File: src/rtl/wb_arbiter.sv
// Writeback arbiter: merges ALU and LSU results onto the single register-file
// write port. ALU results are queued in a small FIFO; the LSU has priority,
// but ALU starvation is bounded by a consecutive-LSU-grant counter. Writes to
// register x0 are consumed without asserting the write enable.
module wb_arbiter #(
    parameter int DATA_W     = 32,
    parameter int ADDR_W     = 6,
    parameter int ALU_DEPTH  = 4,
    parameter int STARVE_MAX = 3
) (
    input  logic                           clk,
    input  logic                           rst,
    input  logic                           alu_valid,
    output logic                           alu_ready,
    input  logic [ADDR_W-1:0]              alu_wa,
    input  logic [DATA_W-1:0]              alu_wd,
    input  logic                           lsu_valid,
    output logic                           lsu_ready,
    input  logic [ADDR_W-1:0]              lsu_wa,
    input  logic [DATA_W-1:0]              lsu_wd,
    output logic                           rf_we,
    output logic [ADDR_W-1:0]              rf_wa,
    output logic [DATA_W-1:0]              rf_wd,
    output logic [$clog2(ALU_DEPTH):0]     alu_count,
    output logic                           busy
);

    localparam int PW = $clog2(ALU_DEPTH);
    localparam int CW = PW + 1;
    localparam int SW = (STARVE_MAX < 1) ? 1 : $clog2(STARVE_MAX + 1);

    localparam logic [CW-1:0] DEPTH_C = CW'(ALU_DEPTH);
    localparam logic [SW-1:0] SMAX_C  = SW'(STARVE_MAX);

    logic [ADDR_W-1:0] fifo_wa [ALU_DEPTH];
    logic [DATA_W-1:0] fifo_wd [ALU_DEPTH];
    logic [PW-1:0]     wr_ptr;
    logic [PW-1:0]     rd_ptr;
    logic [CW-1:0]     count;
    logic [SW-1:0]     starve_cnt;

    logic fifo_nonempty;
    logic force_alu;
    logic lsu_go;
    logic alu_pop;
    logic push_store;

    // Handshake and grant decisions, all from registered state so the FIFO
    // never falls through in the cycle an entry is written.
    always_comb begin
        fifo_nonempty = (count != '0);
        alu_ready     = !rst && (count < DEPTH_C);
        force_alu     = (starve_cnt == SMAX_C) && fifo_nonempty;
        lsu_ready     = !rst && !force_alu;
        lsu_go        = lsu_valid && lsu_ready;
        alu_pop       = !rst && !lsu_go && fifo_nonempty;
        // x0 results are accepted but never stored
        push_store    = alu_valid && alu_ready && (alu_wa != '0);
        alu_count     = count;
        busy          = fifo_nonempty || rf_we;
    end

    // FIFO storage; contents are don't-care until written, so no reset
    always_ff @(posedge clk) begin
        if (push_store) begin
            fifo_wa[wr_ptr] <= alu_wa;
            fifo_wd[wr_ptr] <= alu_wd;
        end
    end

    // FIFO pointers and occupancy; pointers wrap naturally (depth is 2^n)
    always_ff @(posedge clk) begin
        if (rst) begin
            wr_ptr <= '0;
            rd_ptr <= '0;
            count  <= '0;
        end else begin
            if (push_store)
                wr_ptr <= wr_ptr + PW'(1);
            if (alu_pop)
                rd_ptr <= rd_ptr + PW'(1);
            case ({push_store, alu_pop})
                2'b10:   count <= count + CW'(1);
                2'b01:   count <= count - CW'(1);
                default: count <= count;
            endcase
        end
    end

    // Consecutive LSU grants while ALU work is waiting
    always_ff @(posedge clk) begin
        if (rst) begin
            starve_cnt <= '0;
        end else if (alu_pop || !fifo_nonempty) begin
            starve_cnt <= '0;
        end else if (lsu_go && (starve_cnt != SMAX_C)) begin
            starve_cnt <= starve_cnt + SW'(1);
        end
    end

    // Registered write port; address/data hold when nothing is granted
    always_ff @(posedge clk) begin
        if (rst) begin
            rf_we <= 1'b0;
            rf_wa <= '0;
            rf_wd <= '0;
        end else if (lsu_go) begin
            rf_we <= (lsu_wa != '0);
            rf_wa <= lsu_wa;
            rf_wd <= lsu_wd;
        end else if (alu_pop) begin
            rf_we <= (fifo_wa[rd_ptr] != '0);
            rf_wa <= fifo_wa[rd_ptr];
            rf_wd <= fifo_wd[rd_ptr];
        end else begin
            rf_we <= 1'b0;
        end
    end

endmodule

File: config.mk
export PLATFORM = sky130hd
export DESIGN_NAME = wb_arbiter
export DESIGN_NICKNAME = d
export VERILOG_FILES = /design/src/rtl/wb_arbiter.sv
export SDC_FILE = /design/constraint.sdc
export NUM_CORES = 1
export LEC_CHECK = 0
export BUFFER_PORTS_ARGS = -buffer_cell sky130_fd_sc_hd__buf_2
export CAP_MARGIN = 20
export CORE_MARGIN = 3
export CORE_UTILIZATION = 25
export DETAILED_ROUTE_END_ITERATION = 8
export PLACE_DENSITY = 0.4
export SYNTH_ARGS = -nofsm -noshare
export SYNTH_HDL_FRONTEND = slang
export SYNTH_SLANG_ARGS = --single-unit
File: constraint.sdc
create_clock -name clk -period 3.8 [get_ports clk]
set_input_delay 0.76 -clock clk [delete_from_list [all_inputs] [get_ports clk]]
set_output_delay 0.76 -clock clk [all_outputs]
set_load 0.005 [all_outputs]
## Word-level counts from Yosys, hierarchy flattened

Memories as Yosys holds them, arrays and structs flattened. A register that Yosys moved wholly into a read port is not among the register bits.
Cells that the tools add are included.

| word-level totals | value |
|---|---|
| logic and storage cells | 54 |
| memories | 2 |
| input bits | 80 |
| output and inout bits | 45 |
| memory bits (writable) | 152 |
| bits in registers | 48 |

Memory list:

| name | words | width | read ports | clocked after memory_dff | wr ports | line | text |
|---|---|---|---|---|---|---|---|
| fifo_wd | 4 | 32 | 1 | 1 | 1 | 36 | `logic [DATA_W-1:0] fifo_wd [ALU_DEPTH];` |
| fifo_wa | 4 | 6 | 1 | 1 | 1 | 35 | `logic [ADDR_W-1:0] fifo_wa [ALU_DEPTH];` |

| operators by class | value |
|---|---|
| $add $sub $neg | 5 |
| multiplexer cells | 13 |
| magnitude comparators | 1 |
| reduce and logical (&&, ||, !) cells | 22 |
| equal/unequal tests | 4 |

Operators with widths:

| cell | count |
|---|---|
| $mux 32 | 2 |
| $reduce_bool 6->1 | 3 |
| $mux 6 | 2 |
| $logic_and 1x1->1 | 9 |
| $mux 2 | 4 |
| $add 2x1->2 const B | 3 |
| $pmux 3 s2 | 1 |
| $eq 2x2->1 const B | 2 |
| $logic_not 1->1 | 4 |
| $mux 1 | 4 |
| $reduce_bool 2->1 | 2 |
| $add 3x1->3 const B | 1 |
| $lt 3x3->1 const B | 1 |
| $reduce_bool 3->1 | 1 |
| $sub 3x1->3 const B | 1 |
| $eq 2x1->1 const B | 1 |
| $logic_or 1x1->1 | 2 |
| $ne 2x2->1 const B | 1 |
| $reduce_or 2->1 | 1 |

## Logic depth before layout (Yosys ltp)

| depth | value |
|---|---|
| word-level depth | 10 |
| mapped depth | 9 |
| mapped depth without buffers | 9 |

## Worst setup path before layout

OpenSTA, ideal clock, no wires.

| timing | value |
|---|---|
| kind | input to register |
| start | in alu_wa[1] |
| end | reg count[2], in the netlist alu_count[2] |
| setup slack | 880 ps |
| stages | 9 |
| arrival | 2849 ps |
| path buffers | 0 |
| cell sequence | or4_1 o311a_1 inv_1 ha_1 inv_1 fa_1 xor2_1 or3_1 a21oi_1 |

| between the ends | value |
|---|---|
| cells in the longest elaborated chain, start to end | 4 |
| elaborated cells on any way between the ends | 6 |

Ends and longest elaborated chain:

| element | line | text |
|---|---|---|
| start, declared | 15 | `input logic [ADDR_W-1:0] alu_wa,` |
| $reduce_bool 6->1 (*) | 58 | `push_store = alu_valid && alu_ready && (alu_wa != '0);` |
| $logic_and 1x1->1 (*) | 58 |  |
| $eq 2x1->1 / $eq 2x2->1 (equally long branches) | 82 | `case ({push_store, alu_pop})` |
| $pmux 3 s2 / $reduce_bool 2->1 (equally long branches) | - |  |
| end signal, assigned | 83 | `2'b10: count <= count + CW'(1);` |
| end signal, assigned | 84 | `2'b01: count <= count - CW'(1);` |
| end signal, assigned | 85 | `default: count <= count;` |
| end, declared | 39 | `logic [CW-1:0] count;` |

Every way passes the cells marked *; elsewhere a longest branch is shown, timed or not.
A chain may end at the register's enable or synchronous reset.

## Worst setup path in the final report

| timing | value |
|---|---|
| start | reg count[2], in the netlist alu_count[2] |
| end | out lsu_ready |

| between the ends | value |
|---|---|
| cells in the longest elaborated chain, start to end | 4 |

Ends and longest elaborated chain:

| element | line | text |
|---|---|---|
| $reduce_bool 3->1 | 51 | `fifo_nonempty = (count != '0);` |
| $logic_and 1x1->1 | 53 | `force_alu = (starve_cnt == SMAX_C) && fifo_nonempty;` |
| $logic_not 1->1 | 54 | `lsu_ready = !rst && !force_alu;` |
| $logic_and 1x1->1 | 54 |  |
| end, declared | 18 | `output logic lsu_ready,` |

Every way passes these cells.

==> flow_summary.ini <==
[place]
hpwlAfterDp_mm = 13.3
port-buffer-count = 124
preCtsSetupSlack_ps = 516
gp_congestion = 0.696

[synth]
yosysTopAreaCell = edfxtp_1
avgSynthCellArea_sq_um = 16.6
syn-cell-area_sq_um = 7900
yosysTopAreaCellShare_pct = 57.8
synth.area.top_cells = edfxtp_1 (58%), dfxtp_1 (13%), mux4_2 (11%)
yosys.area_share.simple_pct = 7.24
synthTopCellsByCount = edfxtp_1 (152), nand2_1 (78), dfxtp_1 (50)
synth_nets = 564
synth_cells = 477
yosys_register_bits = 202
synth_top_family_by_area = multiplexers
synth_flop_cell = edfxtp_1
synth-edff-count = 152
yosysMostFrequentCell = edfxtp_1
yosysUniqueCellTypes = 31
async_flop_share_pct = 0
ys_warn_count = 0
synth_mux_area_share_pct = 11.1
synthAdderAreaFrac_pct = 1.20
synth_xor_area_share_pct = 0.444
synth_compound_area_share_pct = 7.19
ys_seq_area_share_pct = 70.5

[sta]
final_max_slew_viol_count = 0
hold_viol_final = 0
setup_ws_ps = 791
skew_ps = 17.4
fin_crit_ps = 3010
rsz0062_at_grt = false
clock.fmax_mhz = 332
max_slew_margin_pct = 35.2
finalSetupViolations = 0
worst_pin_slew_ps = 973
fin_crit_sh_pct = 79.2
setup_tns_ps = 0

[power]
power.total_mw = 5.28
power.switching_mw = 1.31
power.leakage_nw = 3.36
cellInternalPower_mw = 3.97
ir_worst_vdd_mv = 0.328
combPwrFrac_pct = 11.2
p_per_area_nw_per_um2 = 543
switching_share_pct = 24.9
pwr-share-clk_pct = 40.8
p_seq_share_pct = 48.1

[job]
cap_violations = 0

[floorplan]
core.rowCount = 64
dieArea_sq_um = 33800
dieWidth_um = 184
die-height_um = 184
start_util_pct = 25.6
core_sq_um = 30800
io_pins = 125

[critical_path]
cp-startpoint = alu_count[2]$_SDFFE_PP0P_
start_kind = flop
r2r_slack_ps = 1070
path_max_fanout = 40
cp-end-kind = output pin
required_ps = 3040
crit_type = flop to output pin
rr_startpoint = starve_cnt[0]$_SDFFE_PP0P_
cp.arrival_ps = 2250

[cts]
cts_buffers = 24
cts_resized = 0
hold_buffers = 0
cts.sink_count = 202
cts_max_level = 1
cts_tree = built
clk_latency_ps = 520
clk_pin_slew_worst_paths_ps = 60
cts_root_buf = clkbuf_16
post_cts_buffers = 0
clockBufferDepth = 3

[detailed_routing]
first_pass_iters = 4
routed_wl_mm = 20.3
drt_iter0_markers = 209
drc = 0
vias = 4604
antenna_left = 0
via_per_inst = 4.50
wl_per_cell_um = 19.9

[run_status]
status = completed

[grt]
grt_pass1_vias = 5075
antenna_found_initial = 4
grt_max_degree = 78
grt_usage_pct = 12.0
overflow = 0
grt_pass1_wl_mm = 30.9

[min_path]
hold_class = flop to flop
hp-start = starve_cnt[0]$_SDFFE_PP0P_

[cells_and_area]
syn_to_final_growth_pct = 23.2
final_layout_size_suffix_gt1_share_pct = 39.5
nets = 694
utilization_pct = 31.6
==> worst paths after layout <==
kind                                      to  cells after the start
hold / removal    starve_cnt[0]$_SDFFE_PP0P_                      1
setup / recovery                   lsu_ready                      3
hold reg to reg   starve_cnt[0]$_SDFFE_PP0P_                      1
setup reg to reg   alu_count[2]$_SDFFE_PP0P_                      9
==> power by group through the flow <==
stage	logic (mW)	registers [mW]	clock network, mW
after floorplan	0.357	2.57	0
after global placement	0.592	2.58	0
after detailed placement	0.605	2.59	0
after CTS	0.608	2.54	2.22
after global routing	0.659	2.55	2.30
final	0.589	2.54	2.16
==> worst max-delay path: stages (launching register included) <==
cell	delay [ps]
dfxtp_1	380
or3_2	910
a21oi_1	290
buf_2	140
==> stage by stage <==
stage	hold slack (ps)	instances	cell area, sq um
2_1_floorplan	407	477	7900
3_3_place_gp	415	975	8940
3_5_place_dp	429	977	8980
4_1_cts	431	1021	9730
5_1_grt	436	1021	9730
6_report	430	1023	9730
==> placed cells by master (no fill, tap or decap), types with 2 or more instances in the layout <==
master,instances
edfxtp_1,152
buf_2,124
nand2_1,78
dfxtp_1,48
nor2_1,47
mux4_2,38
a311oi_2,29
clkbuf_16,24
a311oi_1,9
clkinv_2,9
buf_4,8
inv_1,7
ha_1,6
and2_2,4
clkinv_1,4
nand2b_1,3
a21oi_1,3
clkbuf_1,3
diode_2,2
or4_1,2
mux2i_1,2
xnor2_1,2
xor2_1,2
nor4_1,2
==> metal layers <==
metal / GRT usage, % / vias up / share of wire, %
li1: - / 2106 / -
met1: 15.2 / 2330 / 43
met2: 20.7 / 129 / 48
met3: 3.26 / 35 / 6.3
met4: 2.63 / 4 / 2.0
met5: 0 / - / 0.17
==> logic make-up after synthesis <==
group | Yosys count
muxes | 40
adders and majority gates | 7
and+or+nand+nor | 141
DFF | 202
buffers and inverters | 37
AOI/OAI and AO/OA | 46
xor gates and xnor gates | 4
==> area by class of cell <==
| class | count | area, sq um |
|---|---|---|
| clock buffers | 28 | 626 |
| clock inverters | 16 | 115 |
| diodes | 2 | 5.00 |
| flip-flops and latches | 202 | 5570 |
| inverters | 7 | 26.3 |
| fillers | 3035 | 21100 |
| multi-input cells | 238 | 2160 |
| well taps | 396 | 495 |
| repair buffers | 134 | 728 |
==> flip-flops by register name, summed over array words and instances, names as in the netlist, named ones only <==
register and flops:
fifo_wa 24, fifo_wd 128, rd_ptr 2, starve_cnt 2, rf_we 1, wr_ptr 2
rf_wd 32, alu_count 3, rf_wa 6
Note: power is estimated with default switching activity, not from simulation.
